### config.mk
export PLATFORM = sky130hd
export DESIGN_NAME = traffic_lights_gen
export DESIGN_NICKNAME = d
export VERILOG_FILES = /design/src/rtl/traffic_lights_gen.sv
export SDC_FILE = /design/constraint.sdc
export NUM_CORES = 1
export LEC_CHECK = 0
export ABC_AREA = 1
export ABC_CLOCK_PERIOD_IN_PS = 3000
export CAP_MARGIN = 20
export CORE_MARGIN = 4
export CORE_UTILIZATION = 50
export DETAILED_ROUTE_END_ITERATION = 16
export GPL_TIMING_DRIVEN = 0
export PLACE_DENSITY = 0.67
export SETUP_SLACK_MARGIN = 0.02
export SYNTH_ARGS = -nofsm -noshare
export SYNTH_HDL_FRONTEND = slang
export SYNTH_SLANG_ARGS = --single-unit
### constraint.sdc
create_clock -name clk_i -period 3 [get_ports clk_i]
set_input_delay 0.6 -clock clk_i [delete_from_list [all_inputs] [get_ports clk_i]]
set_output_delay 0.6 -clock clk_i [all_outputs]
set_load 0.1 [all_outputs]
### src/rtl/traffic_lights_gen.sv
// Single-approach traffic-light controller with parametrised timing,
// runtime-programmable durations, blink modes and state readback.
module traffic_lights_gen #(
    parameter int CLK_PER_MS        = 2,
    parameter int CNT_W             = 32,
    parameter int DEF_RED_MS        = 100,
    parameter int DEF_YELLOW_MS     = 10,
    parameter int DEF_GREEN_MS      = 100,
    parameter int RED_YEL_MS        = 50,
    parameter int GREEN_BLINK_MS    = 50,
    parameter int DEF_BLINK_HALF_MS = 5
) (
    input  logic        clk_i,
    input  logic        srst_i,
    input  logic        cmd_valid_i,
    input  logic [2:0]  cmd_type_i,
    input  logic [15:0] cmd_data_i,
    output logic        red_o,
    output logic        yellow_o,
    output logic        green_o,
    output logic [2:0]  state_o
);

    typedef enum logic [2:0] {
        RED          = 3'd0,
        RED_YEL      = 3'd1,
        GREEN        = 3'd2,
        GREEN_BLINK  = 3'd3,
        YELLOW       = 3'd4,
        YELLOW_BLINK = 3'd5,
        OFF          = 3'd6
    } state_t;

    localparam logic [CNT_W-1:0] RED_DEF = CNT_W'(DEF_RED_MS * CLK_PER_MS);
    localparam logic [CNT_W-1:0] YEL_DEF = CNT_W'(DEF_YELLOW_MS * CLK_PER_MS);
    localparam logic [CNT_W-1:0] GRN_DEF = CNT_W'(DEF_GREEN_MS * CLK_PER_MS);
    localparam logic [CNT_W-1:0] BLK_DEF = CNT_W'(DEF_BLINK_HALF_MS * CLK_PER_MS);
    localparam logic [CNT_W-1:0] RY_T    = CNT_W'(RED_YEL_MS * CLK_PER_MS);
    localparam logic [CNT_W-1:0] GB_T    = CNT_W'(GREEN_BLINK_MS * CLK_PER_MS);
    localparam logic [CNT_W-1:0] ONE     = CNT_W'(1);

    // A zero-millisecond request is clamped to 1 ms so no state can stall.
    function automatic logic [CNT_W-1:0] to_cycles(input logic [15:0] ms);
        logic [CNT_W-1:0] v;
        v = (ms == 16'd0) ? ONE : CNT_W'(ms);
        return v * CNT_W'(CLK_PER_MS);
    endfunction

    state_t           state;
    state_t           nxt;
    logic [CNT_W-1:0] cnt;
    logic [CNT_W-1:0] dur;
    logic [CNT_W-1:0] dur_nxt;
    logic [CNT_W-1:0] bcnt;
    logic [CNT_W-1:0] half;
    logic             phase;
    logic [CNT_W-1:0] red_t;
    logic [CNT_W-1:0] yel_t;
    logic [CNT_W-1:0] grn_t;
    logic [CNT_W-1:0] blk_t;
    logic             timed;
    logic             blinking;
    logic             expire;

    always_comb begin
        nxt      = state;
        timed    = (state == RED) || (state == RED_YEL) || (state == GREEN) ||
                   (state == GREEN_BLINK) || (state == YELLOW);
        blinking = (state == GREEN_BLINK) || (state == YELLOW_BLINK);
        expire   = timed && (cnt == dur - ONE);
        if (expire) begin
            case (state)
                RED:         nxt = RED_YEL;
                RED_YEL:     nxt = GREEN;
                GREEN:       nxt = GREEN_BLINK;
                GREEN_BLINK: nxt = YELLOW;
                YELLOW:      nxt = RED;
                default:     nxt = state;
            endcase
        end
        // Mode commands override a coincident expiry.
        if (cmd_valid_i) begin
            case (cmd_type_i)
                3'd0: if (state == OFF || state == YELLOW_BLINK) nxt = RED;
                3'd1: nxt = OFF;
                3'd2: if (state != YELLOW_BLINK) nxt = YELLOW_BLINK;
                default: ;
            endcase
        end
    end

    always_comb begin
        dur_nxt = '0;
        case (nxt)
            RED:         dur_nxt = red_t;
            RED_YEL:     dur_nxt = RY_T;
            GREEN:       dur_nxt = grn_t;
            GREEN_BLINK: dur_nxt = GB_T;
            YELLOW:      dur_nxt = yel_t;
            default:     dur_nxt = '0;
        endcase
    end

    always_ff @(posedge clk_i) begin
        if (srst_i) begin
            state <= RED;
            cnt   <= '0;
            dur   <= RED_DEF;
            bcnt  <= '0;
            half  <= BLK_DEF;
            phase <= 1'b1;
            red_t <= RED_DEF;
            yel_t <= YEL_DEF;
            grn_t <= GRN_DEF;
            blk_t <= BLK_DEF;
        end else begin
            if (cmd_valid_i) begin
                case (cmd_type_i)
                    3'd3: grn_t <= to_cycles(cmd_data_i);
                    3'd4: red_t <= to_cycles(cmd_data_i);
                    3'd5: yel_t <= to_cycles(cmd_data_i);
                    3'd6: blk_t <= to_cycles(cmd_data_i);
                    default: ;
                endcase
            end
            state <= nxt;
            // Durations and half-period are snapshotted on state entry.
            if (nxt != state) begin
                cnt   <= '0;
                dur   <= dur_nxt;
                bcnt  <= '0;
                phase <= 1'b1;
                half  <= blk_t;
            end else begin
                if (timed) cnt <= cnt + ONE;
                if (blinking) begin
                    if (bcnt == half - ONE) begin
                        bcnt  <= '0;
                        phase <= ~phase;
                    end else begin
                        bcnt <= bcnt + ONE;
                    end
                end
            end
        end
    end

    always_comb begin
        red_o    = 1'b0;
        yellow_o = 1'b0;
        green_o  = 1'b0;
        case (state)
            RED:          red_o = 1'b1;
            RED_YEL: begin
                red_o    = 1'b1;
                yellow_o = 1'b1;
            end
            GREEN:        green_o  = 1'b1;
            GREEN_BLINK:  green_o  = phase;
            YELLOW:       yellow_o = 1'b1;
            YELLOW_BLINK: yellow_o = phase;
            default: ;
        endcase
    end

    assign state_o = state;

endmodule

==> results of run 1 <==
## repair_timing
item                                    4_1_cts  5_1_grt
gates cloned                                  3        3
setup buffers                                15       15
pin swaps                                    15       26
endpoints found under the setup margin      100       98
resized for setup                            64      105
## logic make-up after synthesis
family / Yosys count / synth area share [%]
AOI/OAI and AO/OA: 209 / 12.9
and+or+nand+nor: 764 / 36.0
adders and majority gates: 4 / 0.530
xor gates and xnor gates: 75 / 6.95
DFF: 164 / 34.7
buffers and inverters: 203 / 8.86
## worst max path at each step
| stage | from | endpoint | slack (ns) | cells after the start |
|---|---|---|---|---|
| floorplan | state_o[1] | dur[9] | 0.05 | 15 |
| global placement | half[1] | bcnt[27] | -0.35 | 15 |
| detailed placement | dur[1] | dur[3] | -0.36 | 22 |
| CTS | dur[7] | bcnt[26] | 0.02 | 23 |
| global route | half[1] | bcnt[27] | -0.19 | 15 |
| finish | dur[1] | bcnt[16] | 0.01 | 24 |
## area by class of cell
class                      instances  share of cell area, %
buffer                            48                   3.05
clock inverter                    15                   1.56
clock buffer                      17                   3.69
multi-input combinational       1054                   50.4
timing repair buffer              60                   5.00
tap                              234                   2.54
inverter                         155                   5.13
sequential                       164                   28.6
## layer usage
layer | wire (um) | global-route usage (%) | vias up
met5 | 0 | 0 | -
met4 | 520 | 7.31 | 0
met3 | 1670 | 4.45 | 37
met2 | 12500 | 39.4 | 299
met1 | 13200 | 35.6 | 4387
li1 | - | - | 4769
## worst max-delay path: cells and delay by family, from the launching register on
kind                       cells  cell delay, ns
AOI/OAI and AO/OA              1            0.12
adders and majority gates      1            0.16
buffers and inverters          5            0.64
DFF                            1            0.36
and+or+nand+nor               17            1.63
## state kept, by name (all words and copies together) (netlist names)
name     count
cnt         32
red_t       16
dur         16
yel_t       16
bcnt        32
blk_t       16
grn_t       16
half        16
phase        1
state_o      3
## placed cells by master (no fill, tap or decap), types with 8 or more instances in the layout
master	netlist	routed
nand2_1	357	332
dfxtp_1	164	152
inv_1	147	146
nor2_1	176	144
o21ai_0	89	85
nand3_1	92	77
a21oi_1	69	67
xor2_1	53	53
a21oi_2	37	38
nand4_1	31	31
buf_4	2	30
nor2_2	7	28
nand2_2	8	27
nor3_1	36	27
clkbuf_1	27	25
clkdlybuf4s50_1	0	24
xnor2_1	22	22
nand3b_1	19	19
clkbuf_16	0	18
nor4_1	17	17
nor2_4	5	16
nand3_2	1	16
nor3_2	8	10
dfxtp_2	0	10
buf_6	7	8
## power by group
part	total (mW)	switching (mW)	internal, mW
registers	2.34	0.0840	2.25
logic	0.984	0.601	0.383
clock network	2.23	1.10	1.13
total	5.55	1.78	3.77
## per-stage QoR
stage	hold WS [ns]	cell area (sq um)
final	0.487	11500
after global routing	0.505	11500
after CTS	0.487	11000
after detailed placement	0.468	10000
after global placement	0.456	10000
after floorplan	0.441	9480
==> flow_metrics.tcl, run 1 <==
set metrics [dict create \
    io_pins 28 \
    root_buffer "clkbuf_16" \
    setup_slack_ns 0.0141 \
    cellPowerDensity_mw_per_mm2 481 \
    r2r_cells 24 \
    synthFlopType "dfxtp_1" \
    routedWlPerCell_um 16.0 \
    min_period_over_period_pct 99.5 \
    r2r-end "bcnt[16]" \
    viasPerCell 5.43 \
    finalNetCount 1526 \
    clock_sinks 164 \
    fin_skew_ns 0.0177 \
    yosysSeqAreaShare_pct 34.7 \
    crit_path_frequent_cell "nand2_1" \
    ff_latch_area_sq_mm 0.00330 \
    r2r-start "dur[1]" \
    hold_viol_final 0 \
    slew_headroom_pct 34.6 \
    synth_common_cells "nand2_1 (357), nor2_1 (176), dfxtp_1 (164), inv_1 (147), nand3_1 (92)" \
    avgSynthCellArea_sq_um 6.66 \
    worstPathCellList "inv_4, ha_4, nand2_4, nor2_4, buf_6, nand2_2, nand3_2, nand2_1, nor2_1, nand2_1, inv_1, nand2_1, nor2_1, nand3_2, nand2_1, nand2_1, nand2_2, nand2_1, nand2_2, nand3_4, inv_8, nand2_8, buf_8, a21oi_2" \
    r2r_setup_slack_ns 0.01 \
    path_class "reg -> reg" \
    syn_nets 1445 \
    worst_pin_slew_ns 0.978 \
    grt_max_degree 20 \
    power_mw 5.55 \
    clk_latency_ns 0.44 \
    synth-edff-count 0 \
    fin_setup_tns_ns 0 \
    syn_area_sq_mm 0.00945 \
    drt_iter0_markers 764 \
    die_w_um 145 \
    drive_above_1_share_pct 17.6 \
    status "finished, final reports clean" \
    dp.cells 1679 \
    drv_cap 0 \
    core_area_sq_mm 0.0186 \
    num_vias 9492 \
    startpoint_type "flop" \
    fill_cells 1716 \
    maxSlewViolCount 0 \
    synthArstFlopShare_pct 0 \
    cp.required_ns 3.38 \
    max_freq_mhz 335 \
    synth_most_common_cell "nand2_1" \
    grt_setup_unrepaired "yes" \
    first_global_vias 8547 \
    diodes 0 \
    grt.overflow.total 0 \
    numCtsBuffers 17 \
    synth-seq-cells 164 \
    cp-end-kind "flop" \
    antenna_found_initial 0 \
    setup_viol_count_final 0 \
    routabilityCongestion 0.905 \
    cp_slowest_stage_delay_ns 0.36 \
    syn_to_final_growth_pct 22.0 \
    die_area_sq_mm 0.0212 \
    drc_errors 0 \
    hold_class "reg -> reg" \
    dp_hpwl_um 19900 \
    cts_buffer_depth 2 \
    drtPass1Iterations 5 \
    syn_inst 1419 \
    rows 50 \
    p_leak_nw 4.46 \
    die_height_um 145 \
    yosys_warnings 0 \
    cts_tree "yes" \
    synth_area_leaders "dfxtp_1 (35%), nand2_1 (14%), nor2_1 (7.0%), inv_1 (5.8%), xor2_1 (4.9%)" \
    synth_area_leader_cell "dfxtp_1" \
    place_ws_ns -0.359 \
    ant_nets 0 \
    port_buffers 26 \
    holdPathEnd "red_t[6]" \
    worstPathArrival_ns 3.36 \
    peakVddDrop_mv 0.508 \
    yosysTopAreaCellShare_pct 34.7 \
    fin_util_pct 61.8 \
    start_util_pct 50.7 \
    cts.clk_slew.worst_paths_ns 0.08 \
    timing.final.crit_period_ns 2.99 \
    grt_pass1_wl_um 43800 \
    multi_input_area_sq_mm 0.00581 \
    crit_path_top_delay_cell "dfxtp_4" \
    routed_wl_um 27900 \
    postCtsHoldBufs 0 \
    synth_cell_type_count 40 \
    grt_usage_pct 25.1 \
    critPathMaxFanout 10 \
    hold_start "red_t[6]" \
    htreeDepth 4 \
    stdcell_count 1747 \
    hold_path_depth 2 \
]
Power figures use the tool's default switching activity.
==> inputs of run 2 (changes only) <==
Settings changed: CTS_CLUSTER_DIAMETER set to 60, GPL_TIMING_DRIVEN 0 to unset.
==> run 2 against run 1 <==
Critical path depth unchanged. Core utilization decreased by 0.94 points. Die area unchanged. Sequential share of layout area increased by 0.40 points. Combinational power decreased by 2.5%. Setup slack improved by 0.019 ns. Largest cell class unchanged. Largest power group unchanged.
==> flow_metrics.tcl, run 2 (same netlist as run 1, synthesis figures left out) <==
set metrics [dict create \
    peakVddDrop_mv 0.374 \
    ant_nets 0 \
    die_area_sq_mm 0.0212 \
    routedWlPerCell_um 15.1 \
    hold_start "blk_t[1]" \
    die_height_um 145 \
    r2r-start "dur[1]" \
    rows 50 \
    diodes 0 \
    io_pins 28 \
    p_leak_nw 4.47 \
    antenna_found_initial 0 \
    drtPass1Iterations 6 \
    max_freq_mhz 337 \
    grt.overflow.total 0 \
    cp.required_ns 3.32 \
    finalNetCount 1513 \
    root_buffer "clkbuf_16" \
    hold_class "reg -> reg" \
    cts_tree "yes" \
    grt_max_degree 40 \
    startpoint_type "flop" \
    wl_met1_um 12300 \
    start_util_pct 50.7 \
    setup_slack_ns 0.0332 \
    routed-wl-met2_um 11800 \
    r2r-end "bcnt[31]" \
    htreeDepth 4 \
    top_layer "met4" \
    routed_wl_um 26200 \
    place_ws_ns -0.0723 \
    cp-endpoint "bcnt[31]" \
    setup_viol_count_final 0 \
    min_period_over_period_pct 98.9 \
    final_common_cell "nand2_1" \
    r2r_cells 24 \
    worstPathArrival_ns 3.29 \
    r2r_setup_slack_ns 0.03 \
    critPathMaxFanout 12 \
    fin_util_pct 60.9 \
    die_w_um 145 \
    fin_setup_tns_ns 0 \
    grt_setup_unrepaired "yes" \
    cellPowerDensity_mw_per_mm2 473 \
    grt_usage_pct 22.7 \
    hold_viol_final 0 \
    cts_buffer_depth 2 \
    status "finished, final reports clean" \
    port_buffers 27 \
    crit_start "dur[1]" \
    grt_pass1_wl_um 40500 \
    drc_errors 0 \
    clock_sinks 164 \
    timing.final.crit_period_ns 2.97 \
    first_global_vias 8391 \
    layout_common_cells "nand2_1 (339), nor2_1 (156), dfxtp_1 (154)" \
    routabilityCongestion 0.879 \
    numCtsBuffers 17 \
    drt_iter0_markers 822 \
    num_vias 9338 \
    drv_cap 0 \
    syn_to_final_growth_pct 20.2 \
    slew_headroom_pct 60.3 \
    core_area_sq_mm 0.0186 \
    route.met3.wl_um 1510 \
    worst_pin_slew_ns 0.593 \
    maxSlewViolCount 0 \
    drive_above_1_share_pct 16.9 \
    fin_skew_ns 0.0134 \
    cts.clk_slew.worst_paths_ns 0.07 \
    path_class "reg -> reg" \
    viasPerCell 5.39 \
    clk_latency_ns 0.44 \
    whs_ns 0.477 \
    dp_hpwl_um 18000 \
    power_mw 5.37 \
    cp-end-kind "flop" \
    reg.largest.list "bcnt (32), cnt (32)" \
]
[run 2: changes by cell type in the layout (fill, tap and decap cells not counted), sizes merged, moves of 2 or more]
cell	previous run	this run
clkinv	7	4
clkbuf	45	23
dlygate4sd2	2	0
clkinvlp	0	2
clkdlybuf4s50	24	21
buf	54	70
[run 2: worst min path at each step]
stage,to,cells past startpoint
floorplan,blk_t[1],2
finish,blk_t[1],2
detailed placement,blk_t[1],2
global placement,blk_t[1],2
CTS,blk_t[1],2
global route,half[14],2
[run 2: stage by stage]
| step | cell area (sq um) | cells |
|---|---|---|
| global route | 11400 | 1733 |
| finish | 11400 | 1733 |
| CTS | 10700 | 1711 |
| global placement | 10100 | 1676 |
| floorplan | 9480 | 1419 |
| detailed placement | 10100 | 1676 |
[run 2: layer usage]
metal  track usage [%]  up-vias
li1                  -     4736
met1              32.5     4293
met2              35.3      268
met3              4.36       41
met4              6.32        0
met5                 0        -
[run 2: area by class of cell]
type | count | area, sq um
fill | 1783 | 7290
tap | 234 | 293
sequential | 164 | 3300
timing repair buffer | 96 | 947
clock inverter | 13 | 113
multi-input combinational | 1053 | 5670
clock buffer | 18 | 439
inverter | 155 | 592
[run 2: timing repair]
action                                  in CTS  in global routing
pin swaps                                    2                 21
setup buffers                                4                 11
hold buffers                                 0                  0
gates cloned                                 0                 11
gates resized for setup                      5                106
endpoints found under the setup margin      96                 97
[run 2: report_power, final]
group,switching [mW],internal [mW],leakage [nW]
combinational,0.581,0.377,2.87
clock,0.977,1.10,0.268
sequential,0.0751,2.26,1.33
[run 2: worst max-delay path: stages (launching register included)]
cell and delay [ns]:
dfxtp_4 0.37, inv_6 0.08, ha_4 0.15, nand2_4 0.07, nor2_4 0.21, nand2_4 0.13, nand2_1 0.08, nand2_1 0.05
inv_2 0.05, nand2_1 0.04, nor2_1 0.19, inv_1 0.08, nor2_2 0.12, nand3_2 0.12, nand2_1 0.09, nand2_1 0.06
nand2_2 0.10, nand2_4 0.09, nand2_2 0.07, nand2_2 0.06, nand3_4 0.14, clkinv_4 0.12, nand2_8 0.14, clkbuf_16 0.21
a21oi_2 0.04
==> inputs of run 3 (changes only) <==
Settings changed: ABC_CLOCK_PERIOD_IN_PS 3000 to 2600, PLACE_DENSITY 0.67 to 0.69.
Clock period 3 ns to 2.6 ns, I/O delays scaled along.
==> run 3 against run 2 <==
The flow now finishes with violations (setup timing). Final area up 6.2%. Flip-flop and latch count unchanged. Critical path depth is 3 lower. Non-clock buffer count increased by 71. Via count rose by 2.1%. Maximum frequency is 5.5% lower.
==> flow_metrics.tcl, run 3 (same netlist as run 1, synthesis figures left out) <==
set metrics [dict create \
    grt_usage_pct 23.9 \
    setup_slack_ns -0.540 \
    die_w_um 145 \
    r2r-start "dur[1]" \
    fill_cells 1647 \
    dpl_cell_area_sq_mm 0.0108 \
    grt_max_degree 33 \
    drtPass1Iterations 5 \
    first_global_vias 8879 \
    timing.final.crit_period_ns 3.14 \
    antenna_found_initial 0 \
    cp_slowest_stage_delay_ns 0.34 \
    drv_cap 0 \
    routed_wl_um 26300 \
    postCtsHoldBufs 0 \
    slew_headroom_pct 63.9 \
    r2r_setup_slack_ns -0.54 \
    setup_viol_count_final 97 \
    crit_path_top_delay_cell "dfxtp_2" \
    swShare_pct 30.8 \
    route.met3.wl_um 1490 \
    core_area_sq_mm 0.0186 \
    final_common_cell "nand2_1" \
    die_height_um 145 \
    grt_setup_unrepaired "yes" \
    holdPathEnd "blk_t[1]" \
    reg.largest.list "bcnt (32), cnt (32)" \
    maxSlewViolCount 0 \
    diodes 0 \
    min_period_over_period_pct 121 \
    wl_met1_um 12200 \
    worstPathCellList "inv_4, ha_4, nand2_4, nor2_4, nand2_4, xor2_1, nand2_1, nor2_4, nand2_2, nor2_2, nand3_2, nand2_1, nand3_2, nand2_4, nand2_2, nand2_2, nand3_4, buf_6, nor2_4, clkbuf_16, nand3b_1" \
    root_buffer "clkbuf_16" \
    whs_ns 0.476 \
    routedWlPerCell_um 14.6 \
    start_util_pct 50.7 \
    p_switching_mw 1.98 \
    grt.overflow.total 0 \
    drt_iter0_markers 731 \
    numCtsBuffers 17 \
    num_vias 9536 \
    startpoint_type "flop" \
    p_int_mw 4.46 \
    syn_to_final_growth_pct 27.6 \
    layout_common_cells "nand2_1 (319), dfxtp_1 (157), inv_1 (145)" \
    cts_buffer_depth 2 \
    finalNetCount 1583 \
    viasPerCell 5.29 \
    clk_latency_ns 0.43 \
    r2r-end "phase" \
    htreeDepth 4 \
    hold_class "reg -> reg" \
    hold_path_depth 2 \
    clkPwrFrac_pct 39.1 \
    cp-end-kind "flop" \
    die_area_sq_mm 0.0212 \
    violations "setup timing" \
    grt_pass1_wl_um 42700 \
    hold_start "blk_t[1]" \
    path_class "reg -> reg" \
    max_freq_mhz 318 \
    cts.clk_slew.worst_paths_ns 0.07 \
    p_leak_nw 4.89 \
    drive_above_1_share_pct 22.5 \
    design_area_sq_mm 0.0121 \
    fin_setup_tns_ns -45.79 \
    worstPathArrival_ns 3.46 \
    routabilityCongestion 0.905 \
    peakVddDrop_mv 0.452 \
    io_pins 28 \
    status "finished with violations" \
    hold_viol_final 0 \
    worst_pin_slew_ns 0.537 \
    seqPwrFrac_pct 41.6 \
    rows 50 \
    port_buffers 27 \
    dp_hpwl_um 18400 \
    clock_sinks 164 \
    fin_skew_ns 0.0109 \
    ant_nets 0 \
    r2r_cells 21 \
    drc_errors 0 \
    fin_util_pct 64.7 \
    routed-wl-met2_um 12300 \
    cellPowerDensity_mw_per_mm2 534 \
    top_layer "met4" \
    power_frac_comb_pct 19.4 \
    cp.required_ns 2.92 \
    critPathMaxFanout 8 \
    cts_tree "yes" \
]
run 3: power by group through the flow:
stage / clock network (mW) / logic [mW] / registers (mW)
global placement: 0 / 1.02 / 2.72
finish: 2.52 / 1.25 / 2.68
floorplan: 0 / 0.637 / 2.73
detailed placement: 0 / 1.02 / 2.73
CTS: 2.56 / 1.13 / 2.67
global route: 2.67 / 1.37 / 2.69
run 3: what timing repair did:
action | in CTS | in global routing
buffers inserted | 8 | 11
resized for setup | 38 | 90
cloned | 3 | 4
setup endpoints to repair | 97 | 98
pin swaps | 14 | 22
run 3: worst max path at each step:
stage | depth (start not counted) | slack [ns] | from | to
after global placement | 21 | -0.36 | dur[4] | half[3]
after global routing | 22 | -0.77 | dur[1] | dur[5]
after floorplan | 20 | 0.03 | state_o[2] | cnt[31]
after CTS | 23 | -0.28 | dur[2] | cnt[21]
final | 21 | -0.54 | dur[1] | phase
after detailed placement | 20 | -0.42 | dur[2] | half[3]
run 3: worst max-delay path: cells and delay by family (launching register included):
family / cells / cell delay [ns]
DFF: 1 / 0.34
buffers and inverters: 3 / 0.44
and+or+nand+nor: 16 / 1.90
adders and majority gates: 1 / 0.15
xor gates and xnor gates: 1 / 0.19
run 3: cell type report:
cell class | count | area (sq um) | share of cell area, %
clock buffer | 18 | 439 | 3.64
clock inverter | 14 | 154 | 1.28
inverter | 155 | 589 | 4.89
multi-input combinational | 1052 | 5740 | 47.6
sequential | 164 | 3300 | 27.4
tap | 234 | 293 | 2.43
timing repair buffer | 167 | 1550 | 12.8
run 3: routing by layer:
| layer | up-vias | GRT usage, % |
|---|---|---|
| met5 | - | 0 |
| met3 | 30 | 4.80 |
| li1 | 4872 | - |
| met4 | 0 | 4.99 |
| met2 | 248 | 39.2 |
| met1 | 4386 | 33.0 |
run 3: through the flow:
stage,worst slack [ns],power (mW),cells
2_1_floorplan,0.0332,3.37,1419
3_5_place_dp,-0.415,3.75,1746
4_1_cts,-0.275,6.36,1789
6_report,-0.540,6.44,1804
5_1_grt,-0.774,6.73,1804
3_3_place_gp,-0.357,3.74,1746
